File: config.mk
export PLATFORM = sky130hd
export DESIGN_NAME = multi_irq_controller
export DESIGN_NICKNAME = d
export VERILOG_FILES = /design/src/rtl/multi_irq_controller_pkg.sv /design/src/rtl/multi_irq_controller_prio_enc_n.sv /design/src/rtl/multi_irq_controller.sv
export SDC_FILE = /design/constraint.sdc
export NUM_CORES = 1
export LEC_CHECK = 0
export CAP_MARGIN = 20
export CORE_UTILIZATION = 31
export DETAILED_ROUTE_END_ITERATION = 8
export GPL_ROUTABILITY_DRIVEN = 0
export PLACE_DENSITY_LB_ADDON = 0.25
export SYNTH_ARGS = -nofsm -noshare
export SYNTH_HDL_FRONTEND = slang
export SYNTH_SLANG_ARGS = --single-unit
File: constraint.sdc
create_clock -name clk_i -period 1.9 [get_ports clk_i]
set_input_delay 0.19 -clock clk_i [delete_from_list [all_inputs] [get_ports clk_i]]
set_output_delay 0.19 -clock clk_i [all_outputs]
set_load 0.03 [all_outputs]
File: src/rtl/multi_irq_controller_pkg.sv
// multi_irq_controller_pkg: shared core types and constants for the interrupt controller.
package multi_irq_controller_pkg;

    typedef enum logic [1:0] {
        IDLE,
        EXC,
        IRQ,
        IRQ_EXC
    } irq_state_e;

    localparam logic [31:0] MCAUSE_IRQ_BIT    = 32'h8000_0000;
    localparam logic [31:0] EXC_CAUSE_ILLEGAL = 32'd2;

endpackage

File: src/rtl/multi_irq_controller_prio_enc_n.sv
// prio_enc_n: lowest-set-index priority encoder.
module prio_enc_n #(
    parameter int N = 16,
    parameter int W = (N > 1) ? $clog2(N) : 1
) (
    input  logic [N-1:0] req_i,
    output logic         valid_o,
    output logic [W-1:0] idx_o
);

    always_comb begin
        valid_o = |req_i;
        idx_o   = '0;
        for (int i = N - 1; i >= 0; i--) begin
            if (req_i[i]) idx_o = W'(i);
        end
    end

endmodule

File: src/rtl/multi_irq_controller.sv
// multi_irq_controller: fixed-priority interrupt arbitration with exception and mret tracking.
module multi_irq_controller
    import multi_irq_controller_pkg::*;
#(
    parameter int               N_IRQ      = 16,
    parameter int               CAUSE_BASE = 16,
    parameter logic [N_IRQ-1:0] EDGE_MASK  = '0
) (
    input  logic             clk_i,
    input  logic             rst_i,
    input  logic             exception_i,
    input  logic [N_IRQ-1:0] irq_req_i,
    input  logic [N_IRQ-1:0] mie_i,
    input  logic             mret_i,
    input  logic             stall_i,
    output logic             irq_o,
    output logic [31:0]      irq_cause_o,
    output logic             irq_ret_o,
    output logic [N_IRQ-1:0] irq_ack_o
);

    localparam int IW = (N_IRQ > 1) ? $clog2(N_IRQ) : 1;

    irq_state_e       state_q, state_d;
    logic [N_IRQ-1:0] pend_q, pend_d, prev_q, pending, eligible, clr;
    logic [IW-1:0]    idx_q, win;
    logic [31:0]      cause_q, cause_now;
    logic             valid, take;

    // Edge channels use the latched bit, level channels follow the request directly.
    assign pending  = (pend_q & EDGE_MASK) | (irq_req_i & ~EDGE_MASK);
    assign eligible = pending & mie_i;

    prio_enc_n #(.N(N_IRQ), .W(IW)) u_prio (
        .req_i  (eligible),
        .valid_o(valid),
        .idx_o  (win)
    );

    assign take      = rst_i && state_q == IDLE && valid && !exception_i && !stall_i;
    assign cause_now = MCAUSE_IRQ_BIT | {1'b0, 31'(CAUSE_BASE + int'(win))};
    assign clr       = take ? (EDGE_MASK & (N_IRQ'(1) << win)) : '0;
    // A fresh rising edge outranks the clear of the channel being taken.
    assign pend_d    = ((pend_q & ~clr) | (irq_req_i & ~prev_q)) & EDGE_MASK;

    always_comb begin
        state_d = state_q;
        case (state_q)
            IDLE:    state_d = exception_i ? EXC : take ? IRQ : IDLE;
            EXC:     state_d = (!exception_i && mret_i) ? IDLE : EXC;
            IRQ:     state_d = exception_i ? IRQ_EXC : mret_i ? IDLE : IRQ;
            IRQ_EXC: state_d = (!exception_i && mret_i) ? IRQ : IRQ_EXC;
            default: state_d = IDLE;
        endcase
    end

    assign irq_o       = take;
    assign irq_ret_o   = state_q == IRQ && mret_i && !exception_i;
    assign irq_ack_o   = irq_ret_o ? (N_IRQ'(1) << idx_q) : '0;
    assign irq_cause_o = take ? cause_now
                       : (state_q == IRQ || state_q == IRQ_EXC) ? cause_q : '0;

    always_ff @(posedge clk_i or negedge rst_i) begin
        if (!rst_i) begin
            state_q <= IDLE;
            pend_q  <= '0;
            prev_q  <= '0;
            idx_q   <= '0;
            cause_q <= '0;
        end else begin
            state_q <= state_d;
            pend_q  <= pend_d;
            prev_q  <= irq_req_i;
            if (take) begin
                idx_q   <= win;
                cause_q <= cause_now;
            end
        end
    end

endmodule

Word-level counts from Yosys, hierarchy flattened --
Cells that the tools add are included.
Word-level totals: register bits 38, word-level logic and storage cells 47
Cells by class: multiplexer cells 26, add/sub/neg operators 1, reduce and logical (&&, ||, !) cells 12, bitwise logic cells 1, shift-type cells 1, eq/ne operators 3
Operator list (number):
- $mux 32 | 2
- $mux 4 | 16
- $and 16x16->16 | 1
- $mux 16 | 1
- $reduce_or 16->1 | 1
- $shl 1x4->16 const A | 1
- $mux 2 | 4
- $pmux 2 s4 | 1
- $logic_and 1x1->1 | 7
- $add 5x4->6 const A | 1
- $eq 2x2->1 const B | 2
- $eq 2x1->1 const B | 1
- $logic_not 1->1 | 2
- $logic_not 2->1 | 1
- $mux 1 | 2
- $logic_or 1x1->1 | 1

Logic depth before layout (Yosys ltp) --
depth after elaboration 19, gate-level depth with buffers 6, mapped depth without buffers 5

Cells and area by module --
A second synthesis with hierarchy kept.
Second synthesis, totals: cells, all modules 133, area total of the unflattened synthesis 1034.7 µm²
By module, submodules not included:
- multi_irq_controller | seq. area each 175.2 µm², area each 858.3 µm², cells each 99, instances 1
- prio_enc_n | seq. area each 0.0 µm², area each 176.4 µm², cells each 34, instances 1

Worst setup path after synthesis --
Ideal clock, no wire load.
kind reg2out, start point register state_q[1], end point output port irq_cause_o[0], stages on the path, launching flop included 7, arrival 1.749 ns, setup slack -0.039 ns, cells stage by stage dfrtp_1 > buf_2 > nor2_1 > nand3_1 > o21bai_4 > nand2b_1 > o21ai_0
Between the ends: longest elaborated chain between the ends 6
RTL lines:
- start, declared | line multi_irq_controller.sv:24 | irq_state_e state_q, state_d;
- start signal, assigned | line multi_irq_controller.sv:71 | state_q <= state_d;
- $logic_not 2->1 | line multi_irq_controller.sv:40 | assign take = rst_i && state_q == IDLE && valid && !exception_i && !stall_i;
- $logic_and 1x1->1 (4 in a row) | line multi_irq_controller.sv:40
- $mux 32 * | line multi_irq_controller.sv:60 | assign irq_cause_o = take ? cause_now
- end, declared | line multi_irq_controller.sv:17 | output logic [31:0] irq_cause_o,
Every way passes the cells marked *; elsewhere a longest branch is shown, timed or not.

Worst setup path after layout --
start point register state_q[0], end point output port irq_cause_o[1]
The elaborated chain is that of the path after synthesis.

==> results.md <==
| Step | Result | Reported |
|---|---|---|
| grt | Global-route wire length before repair | 4353 um |
| yosys | Number of distinct library cells after synthesis | 34 |
| worst setup path | Start of the worst register-to-register path | state_q[0] |
| worst setup path | Arrival @ worst endpoint | 1.67 ns |
| layout | Area Overhead vs Synth | 69.24% |
| detailed routing | Remaining antenna violation count after routing | 0 |
| power | Power consumption | 1.024 mW |
| grt | Vias in the first global route | 1113 |
| timing | Normalized max-slew margin | 66.36% |
| grt | Overall Global Routing Usage | 16.46% |
| die | Area enclosed by the die boundary | 0.003364 mm^2 |
| layout | Final standard cell utilization of the core | 57.68% |
| die | Vertical die dimension | 58 um |
| clocking | Clock latency reported for the late side of the worst-skew pair | 0.25 ns |
| yosys | Number of warnings issued by yosys | 0 |
| layout | Layout Cells excl Fill | 238 |
| worst setup path | Most common cell on crit path | sky130_fd_sc_hd__buf_6 |
| place | Count of port buffers added during placement | 60 |
| worst setup path | Largest delay contributor family on the critical path | compound AO/OA/AOI/OAI gates |
| power | Leak Pwr | 0.8892 nW |
| die | Core Rows | 19 |
| status | Failing checks | design-rule violations |
| yosys | Count of state elements after synthesis | 7 |
| timing | Slew at the pin closest to its max-slew limit | 0.5046 ns |
| place | Sum of net half-perimeters after detailed placement | 2359 um |
| clocking | CTS H-tree lvls | 1 |
| power | Part of the power in registers | 27.4% |
| timing | Accumulated negative setup slack | 0 ns |
| die | Die width | 58 um |
| detailed routing | Initial DRC count | 40 |
| layout | Layout cells sized above 1 | 33.82% |
| detailed routing | Number of optimization iterations in the first detailed-route pass | 6 |
| worst setup path | Critical Path Start | state_q[0] |
| timing | Final-report max-slew violation count | 0 |
| die | Std-Cell Core Area | 0.002853 mm^2 |
| grt | Antenna violations before repair | 0 |
| detailed routing | Total wirelength of the detailed-routed design | 2780 um |
| clocking | Sink Count | 7 |
| timing | Final hold violation count | 0 |
| timing | Post-Route Hold Slack | 0.3004 ns |
| worst setup path | Critical Path, Cell by Cell | nor2_2 > nand3_2 > o21bai_4 > buf_6 > a311oi_2 > a21o_1 > buf_6 |
| clocking | Root Buffer Master | sky130_fd_sc_hd__clkbuf_4 |
| yosys | Mean area per synthesized cell | 7.595 um^2 |
| min path | Worst min path class | input port to register |
| timing | Minimum clock period | 1.864 ns |
| worst setup path | CP peak stage delay | 0.38 ns |
| yosys | Synthesized instance count | 128 |
| clocking | CTS buffer count | 3 |
| power | Switching fraction of total power | 48.09% |
| worst setup path | Combined buffer and inverter count along the critical path | 2 |
| timing | Fin crit share | 98.09% |
| clocking | Maximum clock path buffer count | 2 |
| power | Combinational Power Share | 59.9% |
| worst setup path | Kind of start point of the critical path | register |
| clocking | CTS tree | built |
| detailed routing | Wirelength per Cell | 11.68 um |
| flow run | Number of max-capacitance violations reported | 0 |
| worst setup path | Worst-path cell with the longest stage delay | sky130_fd_sc_hd__dfrtp_1 |
| detailed routing | Remaining DRCs | 7 |
| timing | RSZ-0062 raised after global routing | yes |
| die | I/O Pins | 87 |
| worst setup path | CP Data Required Time | 1.71 ns |
| clocking | Clock-pin slew on the worst setup and hold paths | 0.05 ns |
| yosys | FFs w/ async S/R, synth | 100.0% |
| layout | Antenna diode count | 0 |
| timing | Final setup viols | 0 |
| power | Clock network fraction of design power | 12.6% |
| yosys | Post-synth EDFFs | 0 |
| place | Placed instance count | 231 |
| power | Cell Pwr Density | 622.2 mW/mm^2 |
| detailed routing | Vias per Instance | 4.752 |
| worst setup path | Kind of critical path | register to primary output |
| power | Maximum ir drop on the vdd rail | 0.0002615 V |
| status | Outcome | finished, violations left |
| detailed routing | Via count | 1131 |
| worst setup path | Critical Path Sink Type | primary output |
| min path | Startpoint of the lowest-slack hold path | exception_i |
| power | Switching power | 492.2 uW |
| timing | Fmax | 0.5366 GHz |
| yosys | Sequential-to-total area share from yosys stat | 18.02% |
| die | Initial standard-cell utilization of the core | 34.08% |
| power | Int Pwr | 531.4 uW |
| yosys | Commonest register cell after synthesis | sky130_fd_sc_hd__dfrtp_1 |
| timing | Fin Clk Skew | 0.004418 ns |
| yosys | Post-Synthesis Cell Area | 972.2 um^2 |
| grt | GR Overflow Total | 0 |
| worst setup path | Worst Path Max Fanout | 8 |
| grt | Maximum number of pins on one net before global-route repair | 10 |
| layout | Final Net Count | 245 |
==> sequential cells by signal (all words and copies together), names as in the netlist <==
register and flops:
idx_q 3, state_q 2, cause_q 2
==> cells in the final DEF (no fill, tap or decap), drive strengths merged <==
master | synthesis | final
dlygate4sd2 | 0 | 32
a32oi | 1 | 1
mux2 | 1 | 1
o21a | 2 | 2
nand2b | 3 | 3
o211ai | 2 | 2
nor3 | 4 | 4
a22oi | 8 | 8
dfrtp | 7 | 7
a222oi | 1 | 1
a311oi | 1 | 1
a22o | 2 | 2
nor2 | 17 | 17
nand4 | 3 | 3
nand3 | 4 | 4
or3 | 1 | 1
a21oi | 3 | 3
a32o | 1 | 1
dlymetal6s2s | 0 | 1
and2 | 1 | 1
a31oi | 1 | 1
clkbuf | 1 | 4
conb | 1 | 26
clkdlybuf4s50 | 0 | 3
a211oi | 2 | 2
nand2 | 20 | 20
o21bai | 1 | 1
a21o | 3 | 3
or2b | 2 | 2
inv | 4 | 4
buf | 28 | 43
o21ai | 3 | 3
==> timing repair <==
item | 4_1_cts | 5_1_grt
hold buffers | 0 | 0
pin swaps | 14 | 2
buffers inserted | 3 | 0
gates resized for setup | 46 | 9
setup endpoints to repair | 4 | 8
==> worst paths after layout <==
path | endpoint | slack [ns] | cells after the start
worst max register to register | idx_q[1] | 0.37 | 8
min in group asynchronous | idx_q[2] | 0.31 | 2
worst max-delay path | irq_cause_o[1] | 0.04 | 7
max in group asynchronous | idx_q[1] | 1.47 | 2
worst min register to register | cause_q[4] | 0.47 | 1
worst min-delay path | state_q[0] | 0.30 | 2
==> cells by family (layout without fill, tap and decap cells) <==
family | after synthesis | after routing | synth area share (%)
buffers and inverters | 33 | 87 | 23.29
AO/OA/AOI/OAI | 31 | 31 | 30.37
other | 1 | 26 | 0.3857
AND/OR/NAND/NOR | 55 | 55 | 26.38
multiplexers | 1 | 1 | 1.544
flip-flops | 7 | 7 | 18.02
==> layout make-up <==
cell class | count | area, um^2
Multi-Input combinational cell | 113 | 733.2
Inverter | 4 | 15.01
Fill cell | 294 | 1207
Sequential cell | 7 | 175.2
Timing Repair Buffer | 79 | 656.9
Clock buffer | 4 | 26.28
Tap cell | 31 | 38.79
==> worst reg2reg max path: stages, from the launching register on <==
cell,delay [ns]
sky130_fd_sc_hd__dfrtp_1,0.38
sky130_fd_sc_hd__nor2_2,0.12
sky130_fd_sc_hd__nand3_2,0.10
sky130_fd_sc_hd__o21bai_4,0.19
sky130_fd_sc_hd__buf_6,0.14
sky130_fd_sc_hd__a311oi_2,0.21
sky130_fd_sc_hd__buf_4,0.15
sky130_fd_sc_hd__buf_4,0.09
sky130_fd_sc_hd__a21o_2,0.07
==> through the flow <==
| stage | setup WS, ns | cell area (um^2) |
|---|---|---|
| 6_report | 0.03625 | 1645 |
| 3_5_place_dp | -0.5542 | 1562 |
| 5_1_grt | -0.03430 | 1645 |
| 2_1_floorplan | 0.04145 | 1071 |
| 4_1_cts | 0.0009414 | 1608 |
| 3_3_place_gp | -0.5259 | 1562 |
==> per-layer routing <==
layer | global-route usage, % | vias to the layer above | share of wire [%]
met5 | 0 | - | 0
met2 | 33.99 | 64 | 56
met3 | 1.563 | 4 | 7.0
met1 | 15.61 | 508 | 35
li1 | - | 555 | -
met4 | 8.503 | 0 | 1.1
==> synthesized netlist by cell type, types with 2 or more instances <==
library cell,number,area [um^2]
sky130_fd_sc_hd__a211oi_1,2,15.01
sky130_fd_sc_hd__o21ai_0,3,15.01
sky130_fd_sc_hd__nand4_2,2,25.02
sky130_fd_sc_hd__nand3_1,4,20.02
sky130_fd_sc_hd__a21oi_1,3,15.01
sky130_fd_sc_hd__a22o_1,2,17.52
sky130_fd_sc_hd__a22oi_4,3,63.81
sky130_fd_sc_hd__or2b_1,2,15.01
sky130_fd_sc_hd__nand2b_1,3,18.77
sky130_fd_sc_hd__nor2_1,17,63.81
sky130_fd_sc_hd__a22oi_1,2,15.01
sky130_fd_sc_hd__nand2_1,20,75.07
sky130_fd_sc_hd__o21a_1,2,15.01
sky130_fd_sc_hd__inv_1,4,15.01
sky130_fd_sc_hd__nor3_1,4,20.02
sky130_fd_sc_hd__a21o_1,2,15.01
sky130_fd_sc_hd__buf_4,27,202.7
sky130_fd_sc_hd__dfrtp_1,7,175.2
sky130_fd_sc_hd__o211ai_1,2,15.01
sky130_fd_sc_hd__a22oi_2,3,37.54
==> power groups by stage <==
stage / Combinational, mW / Sequential (mW) / Clock [mW]
3_3_place_gp: 0.598 / 0.269 / 0
3_5_place_dp: 0.608 / 0.273 / 0
5_1_grt: 0.662 / 0.291 / 0.139
4_1_cts: 0.606 / 0.271 / 0.136
2_1_floorplan: 0.446 / 0.233 / 0
6_report: 0.613 / 0.281 / 0.129
Power figures use the tool's default switching activity.
